[config.mk]
export PLATFORM = sky130hd
export DESIGN_NAME = dma_port_arbiter
export DESIGN_NICKNAME = d
export VERILOG_FILES = /design/src/rtl/dma_port_arbiter.sv
export SDC_FILE = /design/constraint.sdc
export NUM_CORES = 1
export LEC_CHECK = 0
export BUFFER_PORTS_ARGS = -buffer_cell sky130_fd_sc_hd__clkbuf_2
export CORE_MARGIN = 10
export CORE_UTILIZATION = 51
export CTS_BUF_LIST = sky130_fd_sc_hd__clkbuf_8 sky130_fd_sc_hd__clkbuf_16
export DETAILED_ROUTE_END_ITERATION = 7
export HOLD_SLACK_MARGIN = 0.1
export PLACE_DENSITY = 0.87
export SKIP_LAST_GASP = 1
export SYNTH_ARGS = -nofsm -noshare
export SYNTH_HDL_FRONTEND = slang
export SYNTH_SLANG_ARGS = --single-unit
export TNS_END_PERCENT = 30
[constraint.sdc]
create_clock -name clk -period 7.9 [get_ports clk]
set_input_delay 0.395 -clock clk [delete_from_list [all_inputs] [get_ports clk]]
set_output_delay 0.395 -clock clk [all_outputs]
set_load 0.02 [all_outputs]
[src/rtl/dma_port_arbiter.sv]
// Round-robin arbiter sharing one memory-controller port among two write
// and four read DMA ports; each grant moves one burst of BURST_LEN words.
//
// state     | meaning
// ----------+------------------------------------------------------------
// S_IDLE    | sample requests, pick next port from rr_ptr
// S_WR_DATA | strobe engine buffer, push returned words into write FIFO
// S_WR_CMD  | hold write command until the command FIFO accepts it
// S_RD_CMD  | hold read command until the command FIFO accepts it
// S_RD_DATA | pop read FIFO, forward each word to the granted read port
// S_DONE    | pulse port_done, advance rr_ptr past the served port

module dma_port_arbiter #(
    parameter int BURST_LEN = 16,
    parameter int ADDR_W    = 30
) (
    input  logic                  clk,
    input  logic                  rst,
    input  logic [5:0]            port_req,
    input  logic [6*ADDR_W-1:0]   port_addr,
    output logic [5:0]            port_done,
    output logic [1:0]            ib_re,
    input  logic [2*16-1:0]       ib_data,
    input  logic [1:0]            ib_valid,
    output logic [3:0]            ob_we,
    output logic [15:0]           ob_data,
    output logic                  mem_cmd_en,
    output logic [2:0]            mem_cmd_instr,
    output logic [ADDR_W-1:0]     mem_cmd_addr,
    output logic [5:0]            mem_cmd_bl,
    input  logic                  mem_cmd_full,
    output logic                  mem_wr_en,
    output logic [15:0]           mem_wr_data,
    input  logic                  mem_wr_full,
    output logic                  mem_rd_en,
    input  logic [15:0]           mem_rd_data,
    input  logic                  mem_rd_empty
);

    localparam logic [5:0] BL6 = 6'(BURST_LEN);

    typedef enum logic [2:0] {
        S_IDLE, S_WR_DATA, S_WR_CMD, S_RD_CMD, S_RD_DATA, S_DONE
    } state_t;

    state_t              state_q, state_d;
    logic [2:0]          grant_q, grant_d;
    logic [2:0]          rr_q, rr_d;
    logic [ADDR_W-1:0]   addr_q, addr_d;
    logic [5:0]          issued_q, issued_d;
    logic [5:0]          received_q, received_d;
    logic [5:0]          popped_q, popped_d;
    logic [3:0]          ob_we_q, ob_we_d;
    logic [15:0]         ob_data_q, ob_data_d;

    logic                found;
    logic [2:0]          pick;
    logic [3:0]          idx;

    // Rotating priority scan starting at rr_q, wrapping modulo 6.
    always_comb begin
        found = 1'b0;
        pick  = 3'd0;
        idx   = 4'd0;
        for (int i = 0; i < 6; i++) begin
            idx = {1'b0, rr_q} + 4'(i);
            if (idx >= 4'd6) idx = idx - 4'd6;
            if (!found && port_req[idx[2:0]]) begin
                found = 1'b1;
                pick  = idx[2:0];
            end
        end
    end

    logic       wr_sel;
    logic [2:0] rd_idx;

    always_comb begin
        state_d       = state_q;
        grant_d       = grant_q;
        rr_d          = rr_q;
        addr_d        = addr_q;
        issued_d      = issued_q;
        received_d    = received_q;
        popped_d      = popped_q;
        ob_we_d       = 4'b0000;
        ob_data_d     = ob_data_q;
        wr_sel        = grant_q[0];
        rd_idx        = grant_q - 3'd2;
        ib_re         = 2'b00;
        port_done     = 6'b000000;
        mem_cmd_en    = 1'b0;
        mem_cmd_instr = 3'b000;
        mem_cmd_addr  = '0;
        mem_cmd_bl    = 6'b000000;
        mem_wr_en     = 1'b0;
        mem_wr_data   = 16'h0000;
        mem_rd_en     = 1'b0;

        case (state_q)
            S_IDLE: begin
                if (found) begin
                    grant_d    = pick;
                    addr_d     = port_addr[int'(pick)*ADDR_W +: ADDR_W];
                    issued_d   = 6'd0;
                    received_d = 6'd0;
                    popped_d   = 6'd0;
                    state_d    = (pick < 3'd2) ? S_WR_DATA : S_RD_CMD;
                end
            end
            S_WR_DATA: begin
                if (issued_q < BL6 && !mem_wr_full) begin
                    ib_re[wr_sel] = 1'b1;
                    issued_d      = issued_q + 6'd1;
                end
                // Words already strobed are pushed even if the FIFO reports
                // full; it is deep enough to hold a whole burst.
                if (ib_valid[wr_sel] && received_q < BL6) begin
                    mem_wr_en   = 1'b1;
                    mem_wr_data = ib_data[int'(wr_sel)*16 +: 16];
                    received_d  = received_q + 6'd1;
                end
                if (received_d == BL6) state_d = S_WR_CMD;
            end
            S_WR_CMD, S_RD_CMD: begin
                mem_cmd_en    = 1'b1;
                mem_cmd_instr = (state_q == S_RD_CMD) ? 3'b001 : 3'b000;
                mem_cmd_addr  = addr_q;
                mem_cmd_bl    = BL6 - 6'd1;
                if (!mem_cmd_full) begin
                    state_d  = (state_q == S_RD_CMD) ? S_RD_DATA : S_DONE;
                    popped_d = 6'd0;
                end
            end
            S_RD_DATA: begin
                if (popped_q < BL6 && !mem_rd_empty) begin
                    mem_rd_en           = 1'b1;
                    popped_d            = popped_q + 6'd1;
                    ob_we_d[rd_idx[1:0]] = 1'b1;
                    ob_data_d           = mem_rd_data;
                end
                // popped_q reaches BL6 in the cycle the last ob_we is driven.
                if (popped_q == BL6) state_d = S_DONE;
            end
            S_DONE: begin
                port_done[grant_q] = 1'b1;
                rr_d    = (grant_q == 3'd5) ? 3'd0 : grant_q + 3'd1;
                state_d = S_IDLE;
            end
            default: state_d = S_IDLE;
        endcase
    end

    always_ff @(posedge clk or negedge rst) begin
        if (!rst) begin
            state_q    <= S_IDLE;
            grant_q    <= 3'd0;
            rr_q       <= 3'd0;
            addr_q     <= '0;
            issued_q   <= 6'd0;
            received_q <= 6'd0;
            popped_q   <= 6'd0;
            ob_we_q    <= 4'b0000;
            ob_data_q  <= 16'h0000;
        end else begin
            state_q    <= state_d;
            grant_q    <= grant_d;
            rr_q       <= rr_d;
            addr_q     <= addr_d;
            issued_q   <= issued_d;
            received_q <= received_d;
            popped_q   <= popped_d;
            ob_we_q    <= ob_we_d;
            ob_data_q  <= ob_data_d;
        end
    end

    assign ob_we   = ob_we_q;
    assign ob_data = ob_data_q;

endmodule
==> results_dict.tcl <==
set metrics [dict create \
    gp_congestion 0.967 \
    cts.sink_count 77 \
    rows 41 \
    final_common_cell "clkbuf_2" \
    die_w_um 133 \
    yosysUniqueCellTypes 68 \
    wl_um 24000 \
    die_h_um 133 \
    rsz0062_at_grt "false" \
    grt_pass1_wl_um 37000 \
    coreArea_um2 12600 \
    rrSetupSlack_ps 2850 \
    total_power_mw 5.12 \
    drc 0 \
    ios 327 \
    reg2reg_to "addr_q[22]" \
    cts_resized 0 \
    synth_flop_cell "dfrtp_1" \
    dp_hpwl_um 18100 \
    required_ps 8090 \
    leakage_nw 4.32 \
    grt_pass1_vias 6848 \
    synth_edf_count 0 \
    num-nets-final 1272 \
    area_delta_synth_final_pct 27.7 \
    cts_setup_buffers 0 \
    fill_cells 1077 \
    layout-drive-gt1-share_pct 47.6 \
    seq_area_um2 1930 \
    insertion_delay_ps 340 \
    clock_path_buffers 2 \
    cp_cell_sequence "inv_1 -> ha_1 -> nand2_1 -> mux2i_1 -> mux2_2 -> o21ai_2 -> a211o_2 -> buf_4 -> nand2_8 -> a211oi_1 -> o41ai_2" \
    clock.fmax_mhz 198 \
    layout_common_cells "clkbuf_2, nand2_1, dfrtp_1" \
    period_share_pct 64.0 \
    period_needed_ps 5050 \
    hold_violations 0 \
    wl_per_cell_um 20.1 \
    cts_buffers 9 \
    setup_viol_count_final 0 \
    die_area_um2 17800 \
    antennaDiodeCount 0 \
    syn_area_per_cell_um2 8.71 \
    min_path_type "input port to asynchronous set/reset pin" \
    relSlewSlack_pct 32.2 \
    crit_path_start "rr_q[0]" \
    yosys_warnings 0 \
    grt_util_all_layers_pct 25.3 \
    async_flop_share_pct 100 \
    r2r_start "rr_q[0]" \
    cpPeakStageDelay_ps 850 \
    path_max_fanout 90 \
    start_util_pct 52.0 \
    tns_ps 0 \
    place_inst 1180 \
    cap_violations 0 \
    powerDensity_nw_per_um2 612 \
    grt_start_max_net_pins 93 \
    gr-total-overflow 0 \
    ir_drop_uv 418 \
    arrival_ps 5250 \
    hold_ws_ps 201 \
    htree_levels 3 \
    skew_ps 7.19 \
    synth_area_um2 6560 \
    avgViaCountPerCell 5.83 \
    drt_first_pass_iters 5 \
    outcome "complete, no violations" \
    cts-root-buf "clkbuf_16" \
    rr_worst_depth 11 \
    start_kind "flop" \
    ys_seq_area_share_pct 29.4 \
    clk_pin_slew_ps 70 \
    worst_setup_path_end_kind "flop" \
    tightest_slew_ps 1020 \
    ant_nets 0 \
    multi_input_area_um2 4220 \
    vias 6969 \
    portBuffers 322 \
    synth_cells 753 \
    slew_viol_final 0 \
    worstSetupPathType "flop to flop" \
    crit_path_top_delay_cell "dfrtp_1" \
    postCtsHoldBufs 0 \
    dr.first_iter.drc_count 558 \
    cts_tree "built" \
    antenna_found_initial 0 \
    ys_seq_elements 77 \
    final_cells 1196 \
]
[cells by family after synthesis]
| family | Yosys count | share of synthesized area (%) |
|---|---|---|
| flip-flops | 77 | 29.4 |
| AND/OR/NAND/NOR | 273 | 20.3 |
| multiplexers | 35 | 5.73 |
| buffers and inverters | 88 | 6.81 |
| XOR/XNOR | 8 | 1.30 |
| adder cells (fa/ha/maj) | 12 | 2.29 |
| other | 1 | 0.0572 |
| AO/OA/AOI/OAI | 259 | 34.1 |
[stage by stage]
step	setup slack, ps	cell area, µm²	utilization [%]
2_1_floorplan	4650	6570	-
4_1_cts	2920	8370	66.3
5_1_grt	2500	8370	66.3
6_report	2850	8370	66.3
3_3_place_gp	3080	8070	63.9
3_5_place_dp	2940	8070	63.9
[worst max path at each step]
| stage | end | slack, ps | cells past startpoint |
|---|---|---|---|
| after detailed placement | addr_q[22] | 2940 | 11 |
| after floorplan | addr_q[10] | 4650 | 15 |
| after global routing | addr_q[22] | 2500 | 11 |
| after CTS | addr_q[25] | 2920 | 11 |
| final | addr_q[22] | 2850 | 11 |
| after global placement | addr_q[24] | 3080 | 11 |
[sequential cells by signal, indices dropped and copies added, names as in the netlist]
| register | flops |
|---|---|
| issued_q | 6 |
| ob_we | 4 |
| popped_q | 6 |
| ob_data | 16 |
| received_q | 6 |
| addr_q | 30 |
| state_q | 3 |
| rr_q | 3 |
| grant_q | 3 |
[cell type report]
class | instances | area share [%]
clock inverters | 7 | 0.942
inverters | 12 | 0.538
flip-flops and latches | 77 | 23.0
well taps | 172 | 2.57
repair buffers | 328 | 19.8
multi-input cells | 591 | 50.4
clock buffers | 9 | 2.69
[power by group]
part	internal (mW)	switching (mW)	total [mW]	leakage, nW
clock network	0.227	0.202	0.429	0.151
registers	0.560	0.135	0.696	0.984
logic	1.54	2.46	4.00	3.19
[synthesized netlist by cell type, types with 3 or more instances]
cell type / instances / area, µm²
nor2b_1: 7 / 43.8
inv_1: 11 / 41.3
xor2_1: 4 / 35.0
nor3b_1: 3 / 22.5
a211oi_1: 11 / 82.6
a21oi_2: 11 / 96.3
nor2_1: 39 / 146
ha_1: 12 / 150
buf_2: 15 / 75.1
o21a_1: 3 / 22.5
a31o_2: 61 / 534
nand2_1: 110 / 413
mux2i_1: 26 / 260
o21ai_0: 19 / 95.1
a211oi_2: 20 / 250
and3_1: 34 / 213
nand4_1: 5 / 31.3
mux2_2: 7 / 78.8
dfrtp_1: 77 / 1930
buf_6: 8 / 90.1
nand2b_1: 4 / 25.0
o31ai_1: 5 / 37.5
a21oi_1: 59 / 295
nor4_1: 3 / 18.8
o41ai_2: 30 / 488
nor3_1: 18 / 90.1
o21ai_1: 3 / 15.0
buf_4: 10 / 75.1
nand3_1: 5 / 25.0
clkbuf_1: 40 / 150
a21o_1: 6 / 45.0
buf_1: 3 / 11.3
and2_1: 38 / 238
a31oi_1: 8 / 50.1
[worst max-delay path: cells and delay by family (launching register included)]
family                     cells  cell delay (ps)
adders and majority gates      1              670
DFF                            1              850
buffers and inverters          2              680
muxes                          2              560
and+or+nand+nor                2              580
AOI/OAI and AO/OA              4             1450
[layer usage]
layer	wire length, µm	vias up	track usage, %
met3	1640	39	5.53
met4	556	0	7.32
met5	0	-	0
met1	9730	3313	31.3
li1	-	3307	-
met2	12100	310	43.1
No activity file was read; power rests on OpenSTA's default activity.
